<file path="config.mk">
export PLATFORM = sky130hd
export DESIGN_NAME = exe_seq_flat
export DESIGN_NICKNAME = d
export VERILOG_FILES = /design/src/rtl/exe_seq_if.sv /design/src/rtl/exe_seq.sv /design/src/flat_wrapper.sv
export SDC_FILE = /design/constraint.sdc
export NUM_CORES = 1
export LEC_CHECK = 0
export CAP_MARGIN = 10
export CORE_MARGIN = 1
export CORE_UTILIZATION = 30
export CTS_CLUSTER_DIAMETER = 50
export DETAILED_ROUTE_END_ITERATION = 7
export PLACE_DENSITY = 0.59
export SYNTH_ARGS = -nofsm -noshare
export SYNTH_HDL_FRONTEND = slang
export SYNTH_SLANG_ARGS = --single-unit
</file>
<file path="constraint.sdc">
create_clock -name clk_i -period 1.9 [get_ports clk_i]
set_input_delay 0.38 -clock clk_i [delete_from_list [all_inputs] [get_ports clk_i]]
set_output_delay 0.38 -clock clk_i [all_outputs]
set_load 0.01 [all_outputs]
</file>
<file path="src/rtl/exe_seq_if.sv">
// E-stage bus between the pipeline control and the exe_seq ALU sequencer.
// master = pipeline side, slave = exe_seq.
interface exe_seq_if #(
  parameter int DW = 64
);
  // Handshake: start is a one-cycle request and is sampled only while busy is low.
  // done pulses for one cycle with vale valid. busy is high from the cycle after
  // a MULQ start until its done cycle, and the upstream holds E stalled meanwhile.
  // flush aborts any request or multiply in flight and never produces done.
  logic          start;
  logic          flush;
  logic [3:0]    e_icode;
  logic [DW-1:0] alu_a;
  logic [DW-1:0] alu_b;
  logic [3:0]    fun;
  logic          cc_en;
  logic [DW-1:0] vale;
  logic [2:0]    cc;
  logic          done;
  logic          busy;
  logic          err;

  modport master (
    output start, flush, e_icode, alu_a, alu_b, fun, cc_en,
    input  vale, cc, done, busy, err
  );

  modport slave (
    input  start, flush, e_icode, alu_a, alu_b, fun, cc_en,
    output vale, cc, done, busy, err
  );
endinterface

</file>
<file path="src/rtl/exe_seq.sv">
// Y86-64 execute-stage ALU sequencer: single-cycle OPQ ops, condition codes, and
// an optional shift-add MULQ compiled in when EXE_SEQ_MUL_EN is defined.
module exe_seq #(
  parameter int DW        = 64,
  parameter int MUL_ITERS = 64
) (
  input  logic       clk_i,
  input  logic       rst_n_i,
  exe_seq_if.slave   bus,
  output logic       dbg_state
);

  localparam logic [3:0] OPQ = 4'h6;

  typedef enum logic {
    IDLE = 1'b0,
    MUL  = 1'b1
  } state_t;

  state_t        state;
  logic [DW-1:0] vale_q;
  logic [2:0]    cc_q;
  logic          done_q;
  logic          err_q;
  logic          busy_q;

  logic [DW-1:0] alu_res;
  logic          alu_of;
  logic          alu_ok;
  logic          is_opq;

  assign is_opq = (bus.e_icode == OPQ);

  // Result is always B op A; OF only exists for add/subtract.
  always_comb begin
    alu_res = '0;
    alu_of  = 1'b0;
    alu_ok  = 1'b1;
    case (bus.fun)
      4'd0: begin
        alu_res = bus.alu_b + bus.alu_a;
        alu_of  = (bus.alu_a[DW-1] == bus.alu_b[DW-1]) && (alu_res[DW-1] != bus.alu_b[DW-1]);
      end
      4'd1: begin
        alu_res = bus.alu_b - bus.alu_a;
        alu_of  = (bus.alu_a[DW-1] != bus.alu_b[DW-1]) && (alu_res[DW-1] != bus.alu_b[DW-1]);
      end
      4'd2:    alu_res = bus.alu_b & bus.alu_a;
      4'd3:    alu_res = bus.alu_b ^ bus.alu_a;
      default: alu_ok  = 1'b0;
    endcase
  end

`ifdef EXE_SEQ_MUL_EN
  localparam int CNT_W = (MUL_ITERS > 1) ? $clog2(MUL_ITERS) : 1;
  localparam logic [CNT_W-1:0] LAST = CNT_W'(MUL_ITERS - 1);

  logic [DW-1:0]    acc;
  logic [DW-1:0]    mcand;
  logic [DW-1:0]    mplier;
  logic [CNT_W-1:0] cnt;
  logic [DW-1:0]    acc_nx;

  assign acc_nx = acc + (mplier[0] ? mcand : '0);
`endif

  always_ff @(posedge clk_i or negedge rst_n_i) begin
    if (!rst_n_i) begin
      state  <= IDLE;
      vale_q <= '0;
      cc_q   <= 3'b100;
      done_q <= 1'b0;
      err_q  <= 1'b0;
      busy_q <= 1'b0;
`ifdef EXE_SEQ_MUL_EN
      acc    <= '0;
      mcand  <= '0;
      mplier <= '0;
      cnt    <= '0;
`endif
    end else begin
      done_q <= 1'b0;
      err_q  <= 1'b0;
      case (state)
        IDLE: begin
          if (bus.start && !bus.flush) begin
            if (alu_ok) begin
              vale_q <= alu_res;
              done_q <= 1'b1;
              if (is_opq && bus.cc_en)
                cc_q <= {(alu_res == '0), alu_res[DW-1], alu_of};
            end
`ifdef EXE_SEQ_MUL_EN
            else if (bus.fun == 4'd4 && is_opq) begin
              acc    <= '0;
              mcand  <= bus.alu_a;
              mplier <= bus.alu_b;
              cnt    <= '0;
              busy_q <= 1'b1;
              state  <= MUL;
            end
`endif
            else begin
              vale_q <= '0;
              done_q <= 1'b1;
              err_q  <= 1'b1;
            end
          end
        end
`ifdef EXE_SEQ_MUL_EN
        MUL: begin
          if (bus.flush) begin
            busy_q <= 1'b0;
            state  <= IDLE;
          end else if (cnt == LAST) begin
            // Only OPQ icodes enter MUL, so the latched icode needs no storage.
            vale_q <= acc_nx;
            done_q <= 1'b1;
            busy_q <= 1'b0;
            state  <= IDLE;
            if (bus.cc_en)
              cc_q <= {(acc_nx == '0), acc_nx[DW-1], 1'b0};
          end else begin
            acc    <= acc_nx;
            mcand  <= mcand << 1;
            mplier <= mplier >> 1;
            cnt    <= cnt + 1'b1;
          end
        end
`endif
        default: state <= IDLE;
      endcase
    end
  end

  assign bus.vale  = vale_q;
  assign bus.cc    = cc_q;
  assign bus.done  = done_q;
  assign bus.err   = err_q;
`ifdef EXE_SEQ_MUL_EN
  assign bus.busy  = busy_q;
`else
  assign bus.busy  = 1'b0;
`endif
  assign dbg_state = state;

endmodule

</file>
<file path="src/flat_wrapper.sv">
// flat-port wrapper written by rule: the top's interface ports become plain ports
module exe_seq_flat 
#(
  parameter int DW        = 64,
  parameter int MUL_ITERS = 64
)
  (clk_i, rst_n_i, dbg_state, bus_start, bus_flush, bus_e_icode, bus_alu_a, bus_alu_b, bus_fun, bus_cc_en, bus_vale, bus_cc, bus_done, bus_busy, bus_err);
  exe_seq_if #(.DW(DW)) bus_i ();
  input  logic clk_i;
  input  logic rst_n_i;
  output logic dbg_state;
  input wire logic [$bits(bus_i.start)-1:0] bus_start;
  input wire logic [$bits(bus_i.flush)-1:0] bus_flush;
  input wire logic [$bits(bus_i.e_icode)-1:0] bus_e_icode;
  input wire logic [$bits(bus_i.alu_a)-1:0] bus_alu_a;
  input wire logic [$bits(bus_i.alu_b)-1:0] bus_alu_b;
  input wire logic [$bits(bus_i.fun)-1:0] bus_fun;
  input wire logic [$bits(bus_i.cc_en)-1:0] bus_cc_en;
  output wire logic [$bits(bus_i.vale)-1:0] bus_vale;
  output wire logic [$bits(bus_i.cc)-1:0] bus_cc;
  output wire logic [$bits(bus_i.done)-1:0] bus_done;
  output wire logic [$bits(bus_i.busy)-1:0] bus_busy;
  output wire logic [$bits(bus_i.err)-1:0] bus_err;
  assign bus_i.start = bus_start;
  assign bus_i.flush = bus_flush;
  assign bus_i.e_icode = bus_e_icode;
  assign bus_i.alu_a = bus_alu_a;
  assign bus_i.alu_b = bus_alu_b;
  assign bus_i.fun = bus_fun;
  assign bus_i.cc_en = bus_cc_en;
  assign bus_vale = bus_i.vale;
  assign bus_cc = bus_i.cc;
  assign bus_done = bus_i.done;
  assign bus_busy = bus_i.busy;
  assign bus_err = bus_i.err;
  exe_seq #(.DW(DW), .MUL_ITERS(MUL_ITERS)) u_core (.clk_i(clk_i), .rst_n_i(rst_n_i), .bus(bus_i), .dbg_state(dbg_state));
endmodule
</file>
[After elaboration in Yosys (flattened, before gate mapping)]
Index checks and enable logic that the tools add are counted.
Storage, ports and cells
  output and inout port bits: 71
  word-level logic and storage cells: 32
  input port bits: 141
  register bits: 69
Cells by class
  equal/unequal tests: 8
  multiplexer cells: 7
  bitwise gates (word level): 2
  $add $sub $neg: 2
  reductions and logical operators: 9
Operators with widths (count)
  $pmux W64 S4: 1
  $add A64 B64 Y64: 1
  $and A64 B64 Y64: 1
  $logic_not A64 Y1: 1
  $mux W64: 1
  $sub A64 B64 Y64: 1
  $xor A64 B64 Y64: 1
  $eq A4 B2 Y1 const B: 2
  $eq A4 B1 Y1 const B: 1
  $eq A4 B3 Y1 const B: 1
  $logic_and A1 B1 Y1: 4
  $logic_not A4 Y1: 1
  $mux W1: 4
  $reduce_or A4 Y1: 1
  $ne A1 B1 Y1: 3
  $reduce_and A3 Y1: 1
  $pmux W1 S2: 1
  $eq A1 B1 Y1: 1
  $logic_not A1 Y1: 1

[Depth between registers and ports, before layout]
  depth in word-level cells: 5
  mapped depth: 17
  mapped depth without buffers: 16

[Worst setup path before layout]
No wires, ideal clock.
  path kind: in2reg
  start point: in bus_alu_a[16]
  end point: reg u_core.cc_q[2] (netlist: u_core.bus.cc[2])
  stages on the path: 15
  path buffers: 0
  data arrival time: 4.250 ns
  setup time: 0.091 ns
  slack: -2.441 ns
  data required time: 1.809 ns
  cell sequence: inv_1 -> ha_1 -> or4_4 -> or4_4 -> a21oi_2 -> nor3_2 -> nand3_1 -> and3_1 -> or4b_1 -> nand3b_1 -> or4_1 -> or4_1 -> nor4_1 -> nand4_1 -> o31ai_1
On the way
  longest elaborated chain between the ends: 3
  elaborated cells on any way between the ends: 6
  those cells by class: add/sub: 2; mux: 1; bitwise: 2; reduce/logical: 1
Ends and longest elaborated chain
  start, declared: RTL line flat_wrapper.sv:15  | input wire logic [$bits(bus_i.alu_a)-1:0] bus_alu_a;
  $sub A64 B64 Y64, or another cell as far along: RTL line exe_seq.sv:45  | alu_res = bus.alu_b - bus.alu_a;
  $pmux W64 S4 *: RTL line exe_seq.sv:39  | case (bus.fun)
  $logic_not A64 Y1 *: RTL line exe_seq.sv:91  | cc_q <= {(alu_res == '0), alu_res[DW-1], alu_of};
  end signal, assigned: RTL line exe_seq.sv:91
  end, declared: RTL line exe_seq.sv:22  | logic [2:0] cc_q;
Mark *: on every way between the ends. The rest lies on a longest branch, timed or not.
A chain may end at the register's enable or synchronous reset.

[Final worst setup path]
  start point: in bus_alu_b[0]
  end point: reg u_core.cc_q[2] (netlist: u_core.bus.cc[2])
On the way
  longest elaborated chain between the ends: 3
  elaborated cells on any way between the ends: 6
  those cells by class: add/sub: 2; mux: 1; bitwise: 2; reduce/logical: 1
Ends and longest elaborated chain
  start, declared: RTL line flat_wrapper.sv:16  | input wire logic [$bits(bus_i.alu_b)-1:0] bus_alu_b;
  $sub A64 B64 Y64, or another cell as far along: RTL line exe_seq.sv:45
  $pmux W64 S4 *: RTL line exe_seq.sv:39
  $logic_not A64 Y1 *: RTL line exe_seq.sv:91
Marks and branches as above.

==> impl_metrics.sql <==
INSERT INTO impl_metrics (metric_group, metric, value, unit) VALUES
('synthesis', 'yosys_most_used_dff', 'sky130_fd_sc_hd__dfrtp_1', ''),
('critical_path', 'cp_top_family', 'compound AO/OA/AOI/OAI gates', ''),
('synthesis', 'synthesis.area', '13070', 'um2'),
('worst_hold_path', 'hold_class', 'in2async', ''),
('outcome', 'run_status', 'finished with violations', ''),
('critical_path', 'critPathMaxStageDelay', '0.45', 'ns'),
('die', 'die-area', '44410', 'um2'),
('outcome', 'violations', 'negative setup slack', ''),
('critical_path', 'cell_with_the_most_instances_on_the_worst_path', 'sky130_fd_sc_hd__buf_6', ''),
('synthesis', 'synthMuxAreaShare', '2.115', '%'),
('die', 'placement_rows', '76', ''),
('cts', 'clkLatencyLatePin', '0.39', 'ns'),
('power_and_ir_drop', 'internal_power', '7.507', 'mW'),
('power_and_ir_drop', 'p_per_area', '471.0', 'nW/um2'),
('sta', 'post_layout_min_period', '4.216', 'ns'),
('layout', 'layout.area.seq', '1728', 'um2'),
('die', 'placeableCoreArea', '42980', 'um2'),
('power_and_ir_drop', 'combPwrFrac', '70.7', '%'),
('synthesis', 'synth_top_family_by_area', 'compound AO/OA/AOI/OAI gates', ''),
('power_and_ir_drop', 'share_clk_of_total_power', '15.9', '%'),
('power_and_ir_drop', 'total_leakage_power', '12.55', 'nW'),
('synthesis', 'netlist_top_cells_count', 'sky130_fd_sc_hd__nand2_1, sky130_fd_sc_hd__a21oi_1, sky130_fd_sc_hd__nor2_1', ''),
('synthesis', 'avgSynthCellArea', '6.602', 'um2'),
('route', 'routed_wirelength', '84.77', 'mm'),
('placed_design', 'place_area', '23260', 'um2'),
('route', 'avgRoutedWirePerCell', '22.78', 'um'),
('synthesis', 'synthXorXnorAreaFrac', '2.010', '%'),
('synthesis', 'yosys.area_share.simple', '27.23', '%'),
('synthesis', 'postSynth.asyncResetShare', '100.0', '%'),
('cts', 'ctsHtreeMaxLevel', '3', ''),
('power_and_ir_drop', 'overall_power_of_the_completed_layout', '13.29', 'mW'),
('synthesis', 'synth_edf_count', '0', ''),
('die', 'effective_utilization_at_floorplan', '30.41', '%'),
('layout', 'area_used_by_multi_input_combinational_logic', '14150', 'um2'),
('sta', 'relSlewSlack', '52.08', '%'),
('global_route', 'grt_remaining_overflow', '0', ''),
('power_and_ir_drop', 'switching_power_share_of_the_total', '43.53', '%'),
('synthesis', 'synth-adder-area-share', '12.56', '%'),
('cts', 'cts_tree', 'built', ''),
('critical_path', 'critical_path.slowest_cell', 'sky130_fd_sc_hd__or3_4', ''),
('layout', 'design_area', '28220', 'um2'),
('sta', 'rsz_0062_raised_after_global_routing', 'yes', ''),
('critical_path', 'timing.critical_path.to_type', 'register', ''),
('critical_path', 'buffer_and_inverter_count_on_the_worst_path', '10', ''),
('power_and_ir_drop', 'maximum_vdd_drop', '529.3', 'uV'),
('die', 'design.portCount', '212', ''),
('layout', 'post_route_cells_drive_above_1_share', '53.81', '%'),
('die', 'floorplan.die.width', '210.7', 'um'),
('synthesis', 'synth_top_area_share', '13.02', '%'),
('sta', 'worst_slew_pin_slew', '0.7122', 'ns'),
('route', 'viasPerCell', '5.661', ''),
('global_route', 'number_of_global_route_vias_before_repair', '20510', ''),
('placed_design', 'place.gp.congestion', '1.018', ''),
('synthesis', 'synthesis.instances', '1980', ''),
('layout', 'final_core_utilization', '65.66', '%'),
('critical_path', 'worst-endpoint-arrival', '4.53', 'ns'),
('sta', 'timing.final.crit_share', '221.9', '%'),
('sta', 'finalSetupViolCount', '64', ''),
('cts', 'cts-root-buf', 'sky130_fd_sc_hd__clkbuf_16', ''),
('sta', 'setup_total_negative_slack', '-70.47', 'ns'),
('critical_path', 'timing_worst_setup_path_type', 'in2reg', ''),
('synthesis', 'synth-seq-cells', '69', ''),
('cts', 'clock_tree.buffer_depth', '2', ''),
('synthesis', 'yosysMostFrequentCell', 'sky130_fd_sc_hd__nand2_1', ''),
('sta', 'hold_viol', '0', ''),
('critical_path', 'required', '2.21', 'ns'),
('power_and_ir_drop', 'power.switching', '5.786', 'mW'),
('global_route', 'antenna_found_initial', '1', ''),
('synthesis', 'synth_area_leader_cell', 'sky130_fd_sc_hd__dfrtp_1', ''),
('global_route', 'groute.usage.overall', '37.03', '%'),
('sta', 'postLayoutSetupSlackWorst', '-2.316', 'ns');
[placed cells by master, fill, tap and decap left out, types with 15 or more instances in the layout]
cell type / n
sky130_fd_sc_hd__o21ai_2: 55
sky130_fd_sc_hd__o21ai_0: 67
sky130_fd_sc_hd__dlygate4sd2_1: 16
sky130_fd_sc_hd__a21oi_2: 53
sky130_fd_sc_hd__nand2_1: 226
sky130_fd_sc_hd__a211oi_2: 15
sky130_fd_sc_hd__nor2_4: 15
sky130_fd_sc_hd__dfrtp_1: 68
sky130_fd_sc_hd__a21oi_4: 29
sky130_fd_sc_hd__nor2_2: 26
sky130_fd_sc_hd__o211ai_1: 20
sky130_fd_sc_hd__nand3_1: 32
sky130_fd_sc_hd__clkdlybuf4s50_1: 136
sky130_fd_sc_hd__nor4_4: 15
sky130_fd_sc_hd__o21bai_1: 21
sky130_fd_sc_hd__ha_1: 76
sky130_fd_sc_hd__nor2_1: 133
sky130_fd_sc_hd__inv_2: 29
sky130_fd_sc_hd__ha_4: 45
sky130_fd_sc_hd__buf_4: 875
sky130_fd_sc_hd__o21ai_1: 36
sky130_fd_sc_hd__buf_2: 15
sky130_fd_sc_hd__inv_1: 96
sky130_fd_sc_hd__a21o_1: 24
sky130_fd_sc_hd__xnor2_1: 18
sky130_fd_sc_hd__nor3_1: 36
sky130_fd_sc_hd__a21oi_1: 135
sky130_fd_sc_hd__buf_6: 173
sky130_fd_sc_hd__nand4_1: 38
sky130_fd_sc_hd__nor4_1: 21
sky130_fd_sc_hd__o31ai_1: 27
sky130_fd_sc_hd__nand2_2: 19
[metal layers]
metal,GRT usage [%],vias up,share of wire (%)
met3,4.817,196,7.7
met4,15.69,0,4.3
met1,50.78,10220,44
met5,0,-,0
met2,58.06,1026,44
li1,-,9623,-
[path summary, 6_finish.rpt]
kind | startpoint | endpoint | slack [ns] | depth (start not counted)
max in group asynchronous | rst_n_i | u_core.bus.vale[38] | 0.86 | 3
hold reg to reg | u_core.bus.vale[33] | u_core.bus.vale[33] | 0.48 | 2
min in group clk_i | u_core.bus.vale[33] | u_core.bus.vale[33] | 0.48 | 2
setup reg to reg | u_core.bus.vale[41] | u_core.bus.vale[41] | 1.12 | 1
setup / recovery | bus_alu_b[0] | u_core.bus.cc[2] | -2.32 | 25
hold / removal | rst_n_i | u_core.bus.vale[39] | 0.48 | 2
[state kept, by name (all words and copies together), names as in the netlist]
register / cells
u_core.bus.done: 1
u_core.bus.cc: 3
u_core.bus.vale: 64
u_core.bus.err: 1
[cells by family (layout without fill, tap and decap cells)]
| logic type | count (synthesis) | after routing |
|---|---|---|
| muxes | 25 | 25 |
| adders and majority gates | 130 | 130 |
| other | 1 | 3 |
| buffers and inverters | 256 | 1410 |
| and+or+nand+nor | 746 | 746 |
| DFF | 69 | 69 |
| AOI/OAI and AO/OA | 723 | 723 |
| xor gates and xnor gates | 30 | 30 |
[power by group through the flow]
stage,registers [mW],logic (mW),clock network (mW)
finish,1.78,9.40,2.12
global route,1.79,9.87,2.18
CTS,1.77,8.66,2.14
detailed placement,1.80,7.39,0
global placement,1.79,7.33,0
floorplan,1.85,3.09,0
[timing repair]
| item | in CTS | in global routing |
|---|---|---|
| pin swaps | 205 | 152 |
| endpoints found under the hold margin | 22 | 0 |
| hold buffers | 1 | 0 |
| buffers inserted | 149 | 64 |
| resized for setup | 754 | 273 |
| setup endpoints to repair | 68 | 65 |
| cloned | 1 | 0 |
[stage by stage]
stage	hold slack, ns	std cells	setup WS [ns]
detailed placement	0.3519	3553	-3.399
CTS	0.4704	3690	-2.290
floorplan	0.08441	1981	-2.144
global placement	0.3492	3553	-3.468
finish	0.4788	3721	-2.316
global route	0.5048	3720	-2.432
[layout make-up]
type	instances	area share, %
clock inverters	7	0.3724
repair buffers	1254	37.84
flip-flops and latches	69	6.123
multi-input cells	1656	50.15
inverters	140	2.110
well taps	585	2.594
diodes	1	0.008867
clock buffers	9	0.7980
Power figures use the tool's default switching activity.
